--- config.mk ---
export PLATFORM = sky130hd
export DESIGN_NAME = alu_pipe
export DESIGN_NICKNAME = d
export VERILOG_FILES = /design/src/rtl/alu_pkg.sv /design/src/rtl/alu_core.sv /design/src/rtl/alu_pipe.sv
export SDC_FILE = /design/constraint.sdc
export NUM_CORES = 1
export LEC_CHECK = 0
export CAP_MARGIN = 40
export CORE_ASPECT_RATIO = 1.4
export CORE_UTILIZATION = 55
export DETAILED_ROUTE_END_ITERATION = 6
export GPL_ROUTABILITY_DRIVEN = 0
export PLACE_DENSITY = 0.79
export SETUP_SLACK_MARGIN = 0.2
export SKIP_CTS_REPAIR_TIMING = 1
export SLEW_MARGIN = 20
export SYNTH_ARGS = -nofsm -noshare
export SYNTH_HDL_FRONTEND = slang
export SYNTH_SLANG_ARGS = --single-unit
--- constraint.sdc ---
create_clock -name clk -period 4.5 [get_ports clk]
set_clock_uncertainty 0.2 [all_clocks]
set_input_delay 1.125 -clock clk [delete_from_list [all_inputs] [get_ports clk]]
set_output_delay 1.125 -clock clk [all_outputs]
set_load 0.03 [all_outputs]
--- src/rtl/alu_pkg.sv ---
// Shared types and helpers for the pipelined ALU: opcodes, flag layout,
// the saturating adder used by ADD/SUB and PADDSB lanes, and the flag write mask.
package alu_pkg;

    // Width of the scratch arithmetic used by the saturating helpers.
    // Datapaths and lanes up to 63 bits fit without the scratch sum wrapping.
    localparam int unsigned CALC_W = 64;

    typedef enum logic [3:0] {
        OP_ADD    = 4'h0,
        OP_SUB    = 4'h1,
        OP_XOR    = 4'h2,
        OP_RED    = 4'h3,
        OP_SLL    = 4'h4,
        OP_SRA    = 4'h5,
        OP_ROR    = 4'h6,
        OP_PADDSB = 4'h7,
        OP_LW     = 4'h8,
        OP_SW     = 4'h9,
        OP_LLB    = 4'ha,
        OP_LHB    = 4'hb,
        OP_B      = 4'hc,
        OP_BR     = 4'hd,
        OP_PCS    = 4'he,
        OP_HLT    = 4'hf
    } opcode_t;

    typedef struct packed {
        logic n;
        logic z;
        logic v;
    } flags_t;

    // Signed add of two sign-extended operands, clamped to the w-bit signed range.
    // Callers truncate the return value to w bits.
    function automatic logic [CALC_W-1:0] sat_add(input logic [CALC_W-1:0] a,
                                                  input logic [CALC_W-1:0] b,
                                                  input int unsigned       w);
        logic signed [CALC_W-1:0] sum;
        logic signed [CALC_W-1:0] hi;
        logic signed [CALC_W-1:0] lo;
        sum = $signed(a) + $signed(b);
        hi  = (64'sd1 <<< (w - 1)) - 64'sd1;
        lo  = -(64'sd1 <<< (w - 1));
        if (sum > hi) begin
            return $unsigned(hi);
        end
        if (sum < lo) begin
            return $unsigned(lo);
        end
        return $unsigned(sum);
    endfunction

    // True when sat_add with the same arguments had to clamp.
    function automatic logic sat_ovf(input logic [CALC_W-1:0] a,
                                     input logic [CALC_W-1:0] b,
                                     input int unsigned       w);
        logic signed [CALC_W-1:0] sum;
        sum = $signed(a) + $signed(b);
        return (sum > ((64'sd1 <<< (w - 1)) - 64'sd1)) || (sum < -(64'sd1 <<< (w - 1)));
    endfunction

    // Which architectural flags an opcode is allowed to write.
    function automatic flags_t flag_mask(input opcode_t op);
        case (op)
            OP_ADD, OP_SUB:                 return flags_t'(3'b111);
            OP_XOR, OP_SLL, OP_SRA, OP_ROR: return flags_t'(3'b010);
            default:                        return flags_t'(3'b000);
        endcase
    endfunction

endpackage

--- src/rtl/alu_core.sv ---
// Combinational ALU: result and next {N,Z,V} from opcode, operands and current flags.
module alu_core
    import alu_pkg::*;
#(
    parameter int unsigned WIDTH  = 16,
    parameter int unsigned LANE_W = 4
) (
    input  opcode_t          opcode,
    input  logic [WIDTH-1:0] in_a,
    input  logic [WIDTH-1:0] in_b,
    input  flags_t           flags_in,
    output logic [WIDTH-1:0] result,
    output flags_t           flags_out
);

    localparam int unsigned SHAMT_W = $clog2(WIDTH);
    localparam int unsigned LANES   = WIDTH / LANE_W;
    localparam int unsigned BYTES   = WIDTH / 8;

    function automatic logic [CALC_W-1:0] sext_w(input logic [WIDTH-1:0] x);
        return {{(CALC_W-WIDTH){x[WIDTH-1]}}, x};
    endfunction

    function automatic logic [CALC_W-1:0] sext_l(input logic [LANE_W-1:0] x);
        return {{(CALC_W-LANE_W){x[LANE_W-1]}}, x};
    endfunction

    logic [SHAMT_W-1:0] shamt;
    logic [CALC_W-1:0]  a_x;
    logic [CALC_W-1:0]  b_x;
    logic [CALC_W-1:0]  nb_x;
    logic [8:0]         red_sum;
    logic               ovf;
    logic [2:0]         calc;
    logic [2:0]         mask;

    assign shamt = in_b[SHAMT_W-1:0];
    assign a_x   = sext_w(in_a);
    assign b_x   = sext_w(in_b);
    assign nb_x  = '0 - b_x;

    // Result selection per opcode; ovf only ever set by ADD/SUB.
    always_comb begin
        result  = '0;
        ovf     = 1'b0;
        red_sum = '0;
        case (opcode)
            OP_ADD: begin
                result = WIDTH'(sat_add(a_x, b_x, WIDTH));
                ovf    = sat_ovf(a_x, b_x, WIDTH);
            end
            OP_SUB: begin
                result = WIDTH'(sat_add(a_x, nb_x, WIDTH));
                ovf    = sat_ovf(a_x, nb_x, WIDTH);
            end
            OP_XOR: result = in_a ^ in_b;
            OP_SLL: result = in_a << shamt;
            OP_SRA: result = $signed(in_a) >>> shamt;
            OP_ROR: result = WIDTH'({in_a, in_a} >> shamt);
            OP_PADDSB: begin
                for (int i = 0; i < LANES; i++) begin
                    result[i*LANE_W +: LANE_W] = LANE_W'(sat_add(sext_l(in_a[i*LANE_W +: LANE_W]),
                                                                 sext_l(in_b[i*LANE_W +: LANE_W]),
                                                                 LANE_W));
                end
            end
            OP_RED: begin
                for (int i = 0; i < BYTES; i++) begin
                    red_sum = red_sum + {1'b0, in_a[i*8 +: 8]} + {1'b0, in_b[i*8 +: 8]};
                end
                result = {{(WIDTH-9){red_sum[8]}}, red_sum};
            end
            OP_LLB:        result = {in_a[WIDTH-1:8], in_b[7:0]};
            OP_LHB:        result = {in_b[7:0], in_a[WIDTH-9:0]};
            OP_LW, OP_SW:  result = in_a + in_b;
            default:       result = in_a;
        endcase
    end

    // Merge freshly computed flags into the current ones under the opcode's write mask.
    always_comb begin
        calc      = {result[WIDTH-1], (result == '0), ovf};
        mask      = flag_mask(opcode);
        flags_out = flags_t'((flags_in & ~mask) | (calc & mask));
    end

endmodule

--- src/rtl/alu_pipe.sv ---
// Two-stage pipelined ALU with valid/ready handshake, flush and an owned N/Z/V register.
module alu_pipe
    import alu_pkg::*;
#(
    parameter int unsigned WIDTH  = 16,
    parameter int unsigned LANE_W = 4
) (
    input  logic             clk,
    input  logic             rst,
    input  logic             in_valid,
    output logic             in_ready,
    input  alu_pkg::opcode_t opcode,
    input  logic [WIDTH-1:0] in_a,
    input  logic [WIDTH-1:0] in_b,
    input  logic             flush,
    output logic             out_valid,
    input  logic             out_ready,
    output logic [WIDTH-1:0] result,
    output logic [2:0]       flags
);

    // Handshake: a transfer happens on an edge where valid && ready were both high.
    // Stage 2 advances when empty or when its result is taken; stage 1 moves into
    // stage 2 only when stage 2 advances. Flush drops everything in flight and the
    // offered op, so in_ready is forced high while it is asserted.

    logic             s1_valid_q, s1_valid_d;
    opcode_t          s1_op_q,    s1_op_d;
    logic [WIDTH-1:0] s1_a_q,     s1_a_d;
    logic [WIDTH-1:0] s1_b_q,     s1_b_d;
    logic             s2_valid_q, s2_valid_d;
    logic [WIDTH-1:0] s2_res_q,   s2_res_d;
    flags_t           flags_q,    flags_d;

    logic             s2_adv;
    logic             s1_adv;
    logic             accept;
    logic [WIDTH-1:0] core_res;
    flags_t           core_flags;

    // Computes on stage-1 contents; flags committed by the op ahead are already visible.
    alu_core #(
        .WIDTH  (WIDTH),
        .LANE_W (LANE_W)
    ) u_core (
        .opcode    (s1_op_q),
        .in_a      (s1_a_q),
        .in_b      (s1_b_q),
        .flags_in  (flags_q),
        .result    (core_res),
        .flags_out (core_flags)
    );

    // Handshake control and next-state for both stages and the flag register.
    always_comb begin
        s2_adv     = !s2_valid_q || out_ready;
        s1_adv     = s1_valid_q && s2_adv;
        in_ready   = flush || !s1_valid_q || s2_adv;
        accept     = in_valid && in_ready && !flush;
        s1_valid_d = s1_valid_q;
        s1_op_d    = s1_op_q;
        s1_a_d     = s1_a_q;
        s1_b_d     = s1_b_q;
        s2_valid_d = s2_valid_q;
        s2_res_d   = s2_res_q;
        flags_d    = flags_q;
        if (flush) begin
            s1_valid_d = 1'b0;
            s2_valid_d = 1'b0;
        end else begin
            if (s2_adv) begin
                s2_valid_d = s1_valid_q;
            end
            if (s1_adv) begin
                s2_res_d = core_res;
                flags_d  = core_flags;
            end
            if (in_ready) begin
                s1_valid_d = in_valid;
            end
            if (accept) begin
                s1_op_d = opcode;
                s1_a_d  = in_a;
                s1_b_d  = in_b;
            end
        end
    end

    // Pipeline and flag registers; reset clears everything including flags.
    always_ff @(posedge clk or posedge rst) begin
        if (rst) begin
            s1_valid_q <= 1'b0;
            s1_op_q    <= OP_ADD;
            s1_a_q     <= '0;
            s1_b_q     <= '0;
            s2_valid_q <= 1'b0;
            s2_res_q   <= '0;
            flags_q    <= flags_t'(3'b000);
        end else begin
            s1_valid_q <= s1_valid_d;
            s1_op_q    <= s1_op_d;
            s1_a_q     <= s1_a_d;
            s1_b_q     <= s1_b_d;
            s2_valid_q <= s2_valid_d;
            s2_res_q   <= s2_res_d;
            flags_q    <= flags_d;
        end
    end

    assign out_valid = s2_valid_q;
    assign result    = s2_res_q;
    assign flags     = flags_q;

endmodule

==> flow_metrics.py, run 1 <==
metrics = {
    "finish": {
        "final_cells": 1312,
        "final_area_um2": 9920,
        "drive_gt1_share_pct": 18.8,
        "layout.nets": 1218,
        "antenna_cells": 0,
        "synthToLayoutAreaGrowth_pct": 18.1,
        "finish.utilization_pct": 66.2,
        "nFillCells": 1269,
    },
    "yosys": {
        "synth_nets": 1140,
        "synth.distinct_cells": 94,
        "async_reset_ff_share_pct": 100,
        "synth_top_cell_by_area": "dfrtp_1",
        "syn_inst": 1037,
        "ys_top_cells_by_area": "dfrtp_1 17%, ha_1 6.1%, mux4_2 5.1%",
        "synth_area_um2": 8400,
        "seq_area_frac_synth_pct": 17.0,
        "synth_seq_cells": 57,
        "syn_avg_cell_area_um2": 8.10,
        "synth_top_area_share_pct": 17.0,
        "netlist_top_cells_count": "109 x nand2_1, 80 x o21ai_0, 71 x a21oi_1, 70 x nor2_1, 58 x clkbuf_1",
        "synth.most_common_cell": "nand2_1",
        "synth_ff_type": "dfrtp_1",
        "synth-edff-count": 0,
        "yosysWarnings": 0,
    },
    "setup_path": {
        "startpoint_type": "flop",
        "critPathMaxFanout": 2,
        "slowest_delay_ns": 0.59,
        "crit_chain": "fa_1 > fa_1 > buf_4 > fa_2 > a21o_1 > a21oi_2 > o21ai_1 > a21oi_1 > xor2_1 > o221ai_1 > a211o_1 > a2111o_1 > nor4_1 > nand4_1 > o41ai_2",
        "critPathMostFrequentCell": "fa_1",
        "rrSetupSlack_ns": -0.08,
        "required_ns": 4.54,
        "cp.arrival_ns": 4.63,
        "crit_type": "reg2reg",
        "worst_path_max_delay_cell": "fa_1",
        "cp-end-kind": "flop",
        "crit_path_start": "s1_b_q[2]",
        "r2r.worst_path.cells": 15,
        "worstReg2RegStart": "s1_b_q[2]",
    },
    "global_routing": {
        "grtUsageTotal_pct": 43.7,
        "grt_remaining_overflow": 0,
        "gr-usage-met3_pct": 12.6,
        "grt_first_pass_wirelength_um": 51500,
        "grt_pass1_vias": 9130,
        "grt_use_met1_pct": 49.7,
        "use_met2_pct": 69.3,
        "grt_max_degree": 62,
        "antenna_found_initial": 0,
        "busiest_layer": "met2",
    },
    "clock_network": {
        "clockBufferDepth": 2,
        "clk_pin_slew_ns": 0.06,
        "clock-sinks": 57,
        "cts_made_buffers": 9,
        "tritoncts": "built",
        "clockRootBuffer": "clkbuf_16",
        "htree_levels": 3,
        "insertion_delay_ns": 0.34,
    },
    "power": {
        "p_leak_nw": 3.99,
        "ir_worst_vdd_mv": 0.395,
        "powerDensity_nw_per_um2": 517,
    },
    "die": {
        "start_util_pct": 56.1,
        "die_h_um": 148,
        "rows": 53,
        "core_um2": 15000,
        "die_x_um": 106,
        "dieArea_um2": 15800,
        "pin_count": 62,
    },
    "timing": {
        "rsz0062_at_grt": "true",
        "worst_pin_slew_ns": 0.903,
        "tns_ns": -0.0822,
        "finalMaxSlewViolations": 0,
        "hold_violations": 0,
        "post-route-worst-setup-slack_ns": -0.0822,
        "fin_crit_ns": 4.58,
        "setup_viol": 1,
        "fin_crit_sh_pct": 102,
        "slew-limit-headroom_pct": 39.2,
        "max_freq_mhz": 218,
    },
    "routing": {
        "postRouteAntennaNets": 0,
        "routed_wl_um": 34000,
        "dr.pass1.iters": 7,
        "drc_errors": 5,
        "drt-wirelength-per-cell_um": 25.9,
        "drtIter0Drc": 1388,
        "vias": 9453,
        "avgViaCountPerCell": 7.21,
    },
    "worst_hold_path": {
        "hold-path-endpoint": "result[2]",
        "hold_start": "result[2]",
        "worstHoldPathType": "reg2reg",
        "hold_depth": 2,
    },
    "placed_design": {
        "place_inst": 1294,
        "placed_area_um2": 9530,
        "io_buffers": 61,
        "dpl.hpwl_um": 24500,
    },
    "run_status": {
        "violations": "design-rule violations, negative setup slack",
        "status": "complete, but fails checks",
    },
    "job": {
        "cap_violations": 0,
    },
}
-- worst max-delay path by stage --
stage	to	slack (ns)	cells past startpoint
2_1_floorplan	flop	0.22	15
3_3_place_gp	flop	-0.01	15
3_5_place_dp	flop	-0.07	15
4_1_cts	flop	-0.12	15
5_1_grt	flop	-0.22	15
6_report	flop	-0.08	15
-- critical path, delay by kind of cell (launching register included) --
family | cells | cell delay (ns)
AO/OA/AOI/OAI | 8 | 1.68
XOR/XNOR | 1 | 0.26
adder cells (fa/ha/maj) | 3 | 1.43
buffers and inverters | 1 | 0.16
flip-flops | 1 | 0.41
AND/OR/NAND/NOR | 2 | 0.34
-- kinds of logic after synthesis --
group | count (synthesis) | share of synthesized area [%]
AO/OA/AOI/OAI | 342 | 28.0
AND/OR/NAND/NOR | 326 | 19.1
buffers and inverters | 135 | 7.30
multiplexers | 87 | 14.5
adder cells (fa/ha/maj) | 67 | 11.7
flip-flops | 57 | 17.0
XOR/XNOR | 23 | 2.40
-- stage by stage --
step / worst slack (ns) / total power [mW] / hold slack (ns)
floorplan: 0.225 / 2.93 / 0.318
global placement: -0.0150 / 4.05 / 0.263
detailed placement: -0.0749 / 4.10 / 0.263
CTS: -0.119 / 4.85 / 0.289
global route: -0.223 / 5.33 / 0.323
finish: -0.0822 / 5.13 / 0.288
-- routing by layer --
metal	routed length [um]	part of all wire [%]	vias to the layer above
li1	-	-	4041
met1	11200	33	4353
met2	15300	45	792
met3	4160	12	267
met4	3280	9.6	0
met5	0	0	-
-- state kept, by name (all words and copies together), names as in the netlist, named ones only --
| signal | cells |
|---|---|
| result | 16 |
| out_valid | 1 |
| s1_op_q | 4 |
| s1_b_q | 16 |
| s1_a_q | 16 |
| s1_valid_q | 1 |
-- where the power goes --
part           total (mW)  leakage (nW)  internal [mW]  switching [mW]
Sequential          0.758         0.693          0.631           0.127
Clock               0.721         0.138          0.432           0.289
Combinational        3.65          3.16           1.47            2.18
Total                5.13          3.99           2.53            2.60
-- cells in the final DEF (no fill, tap or decap), drive strengths merged, types with 14 or more instances in the layout --
cell type / n
nand2: 109
buf: 88
o21ai: 84
a21oi: 72
nor2: 71
clkdlybuf4s50: 61
dfrtp: 57
inv: 50
ha: 41
mux2: 35
mux2i: 29
nor3: 28
a211oi: 23
mux4: 23
fa: 21
o211ai: 19
xnor2: 18
nand3: 17
and2: 14
-- final cells by class --
| cell class | instances | area (um2) | share of cell area, % |
|---|---|---|---|
| sequential | 57 | 1430 | 14.4 |
| clock buffer | 9 | 225 | 2.27 |
| timing repair buffer | 151 | 1290 | 13.0 |
| multi-input combinational | 845 | 6450 | 65.0 |
| clock inverter | 7 | 78.8 | 0.795 |
| inverter | 51 | 198 | 1.99 |
| tap | 192 | 240 | 2.42 |
(Power assumes the default switching activity.)
==> run 2: changes to the inputs <==
Settings changed: TNS_END_PERCENT from default to 10.
==> run 2 against run 1 <==
Against the previous run: via count decreased by 0.28%; sequential power about the same; final cell count unchanged; critical path depth did not move; non-clock buffer count stayed put; maximum frequency grew 0.15%; final area down 0.18%; combinational power is essentially flat; the run ends with negative setup slack left; largest power group unchanged; clock-buffer cell count is the same; critical path type unchanged.
==> flow_metrics.py, run 2 (synthesized netlist as in run 1, its figures left out) <==
metrics = {
    "placed_design": {
        "io_buffers": 61,
        "dpl.hpwl_um": 24500,
        "placed_area_um2": 9530,
    },
    "timing": {
        "slew-limit-headroom_pct": 39.4,
        "hold_violations": 0,
        "max_freq_mhz": 219,
        "fin_crit_ns": 4.58,
        "post-route-worst-setup-slack_ns": -0.0751,
        "rsz0062_at_grt": "true",
        "setup_viol": 1,
        "finalMaxSlewViolations": 0,
        "worst_pin_slew_ns": 0.900,
        "fin_crit_sh_pct": 102,
    },
    "die": {
        "die_h_um": 148,
        "die_x_um": 106,
        "rows": 53,
        "core_um2": 15000,
        "dieArea_um2": 15800,
        "pin_count": 62,
        "start_util_pct": 56.1,
    },
    "finish": {
        "layout_commonest_cell": "nand2_1",
        "layout.nets": 1218,
        "final_area_um2": 9900,
        "drive_gt1_share_pct": 18.5,
        "nFillCells": 1276,
        "final_cell_mix": "109 x nand2_1, 87 x buf_4, 78 x o21ai_0, 70 x nor2_1, 67 x a21oi_1",
        "antenna_cells": 0,
        "seqCellArea_um2": 1430,
        "synthToLayoutAreaGrowth_pct": 17.9,
        "multi_input_area_um2": 6430,
        "finish.utilization_pct": 66.1,
    },
    "clock_network": {
        "clock-sinks": 57,
        "clockRootBuffer": "clkbuf_16",
        "clk_pin_slew_ns": 0.06,
        "cts_made_buffers": 9,
        "clockBufferDepth": 2,
        "htree_levels": 3,
        "insertion_delay_ns": 0.34,
        "tritoncts": "built",
    },
    "setup_path": {
        "path_delay_family": "compound AO/OA/AOI/OAI gates",
        "crit_chain": "fa_1 > fa_1 > buf_4 > fa_2 > a21o_1 > a21oi_2 > o21ai_1 > a21oi_1 > xor2_1 > o221ai_1 > a211o_1 > a2111o_1 > nor4_1 > nand4_1 > o41ai_2",
        "worstReg2RegStart": "s1_b_q[2]",
        "r2r.worst_path.cells": 15,
        "cp.arrival_ns": 4.62,
        "cp-end-kind": "flop",
        "required_ns": 4.55,
        "worst_path_max_delay_cell": "fa_1",
        "slowest_delay_ns": 0.59,
        "critPathMaxFanout": 2,
        "startpoint_type": "flop",
        "crit_type": "reg2reg",
        "critPathMostFrequentCell": "fa_1",
        "rrSetupSlack_ns": -0.08,
        "worst-path-buf-inv": 1,
    },
    "global_routing": {
        "antenna_found_initial": 0,
        "grt_max_degree": 62,
        "grt_pass1_vias": 9130,
        "grt_first_pass_wirelength_um": 51500,
        "grt_remaining_overflow": 0,
        "grtUsageTotal_pct": 43.7,
    },
    "routing": {
        "routed_wl_um": 33800,
        "drt-wirelength-per-cell_um": 25.7,
        "drtIter0Drc": 1343,
        "vias": 9427,
        "drc_errors": 0,
        "postRouteAntennaNets": 0,
        "avgViaCountPerCell": 7.19,
        "dr.pass1.iters": 7,
    },
    "power": {
        "p_leak_nw": 3.99,
        "powerDensity_nw_per_um2": 515,
        "ir_worst_vdd_mv": 0.393,
    },
    "job": {
        "cap_violations": 0,
    },
    "worst_hold_path": {
        "hold_start": "result[2]",
        "worstHoldPathType": "reg2reg",
        "hold_depth": 2,
        "hold-path-endpoint": "result[2]",
    },
    "run_status": {
        "violations": "negative setup slack",
        "status": "complete, but fails checks",
    },
}
[run 2: worst max path at each step]
stage          endpoint       from  cells past startpoint  slack, ns
6_report           flop  s1_b_q[2]                     15      -0.08
5_1_grt            flop  s1_b_q[2]                     15      -0.22
4_1_cts            flop  s1_a_q[2]                     15      -0.12
3_5_place_dp       flop  s1_a_q[1]                     15      -0.07
3_3_place_gp       flop  s1_a_q[1]                     15      -0.01
2_1_floorplan      flop  s1_a_q[1]                     15       0.22
[run 2: cell type report]
type                       instances  area share [%]
multi-input combinational        845            65.0
sequential                        57            14.5
timing repair buffer             151            13.1
tap                              192            2.43
clock buffer                       9            2.27
inverter                          51            2.00
clock inverter                     7           0.796
[run 2: metal layers]
metal  part of all wire, %  wire length [um]  up-vias  track usage [%]
met5                     0                 0        -                0
met4                   9.9              3350        0             33.3
met3                    12              4060      277             12.6
met2                    45             15100      771             69.3
met1                    33             11300     4343             49.7
li1                      -                 -     4036                -
[run 2: worst reg2reg max path: cells and delay by family, from the launching register on]
| family | cells | cell delay, ns |
|---|---|---|
| AO/OA/AOI/OAI | 8 | 1.68 |
| adder cells (fa/ha/maj) | 3 | 1.43 |
| flip-flops | 1 | 0.41 |
| AND/OR/NAND/NOR | 2 | 0.34 |
| XOR/XNOR | 1 | 0.26 |
| buffers and inverters | 1 | 0.16 |
[run 2: where the power goes]
part | leakage [nW] | switching (mW) | internal, mW
clock | 0.138 | 0.290 | 0.432
sequential | 0.693 | 0.127 | 0.631
combinational | 3.15 | 2.16 | 1.46
total | 3.99 | 2.58 | 2.52
[run 2: metrics by stage]
stage | total power [mW] | cells | TNS (ns) | setup slack, ns | hold WS, ns
after global routing | 5.32 | 1312 | -0.223 | -0.223 | 0.323
after floorplan | 2.93 | 1037 | 0 | 0.225 | 0.318
after CTS | 4.85 | 1310 | -0.119 | -0.119 | 0.289
after global placement | 4.05 | 1294 | -0.0150 | -0.0150 | 0.263
final | 5.10 | 1312 | -0.0751 | -0.0751 | 0.287
after detailed placement | 4.10 | 1294 | -0.0749 | -0.0749 | 0.263
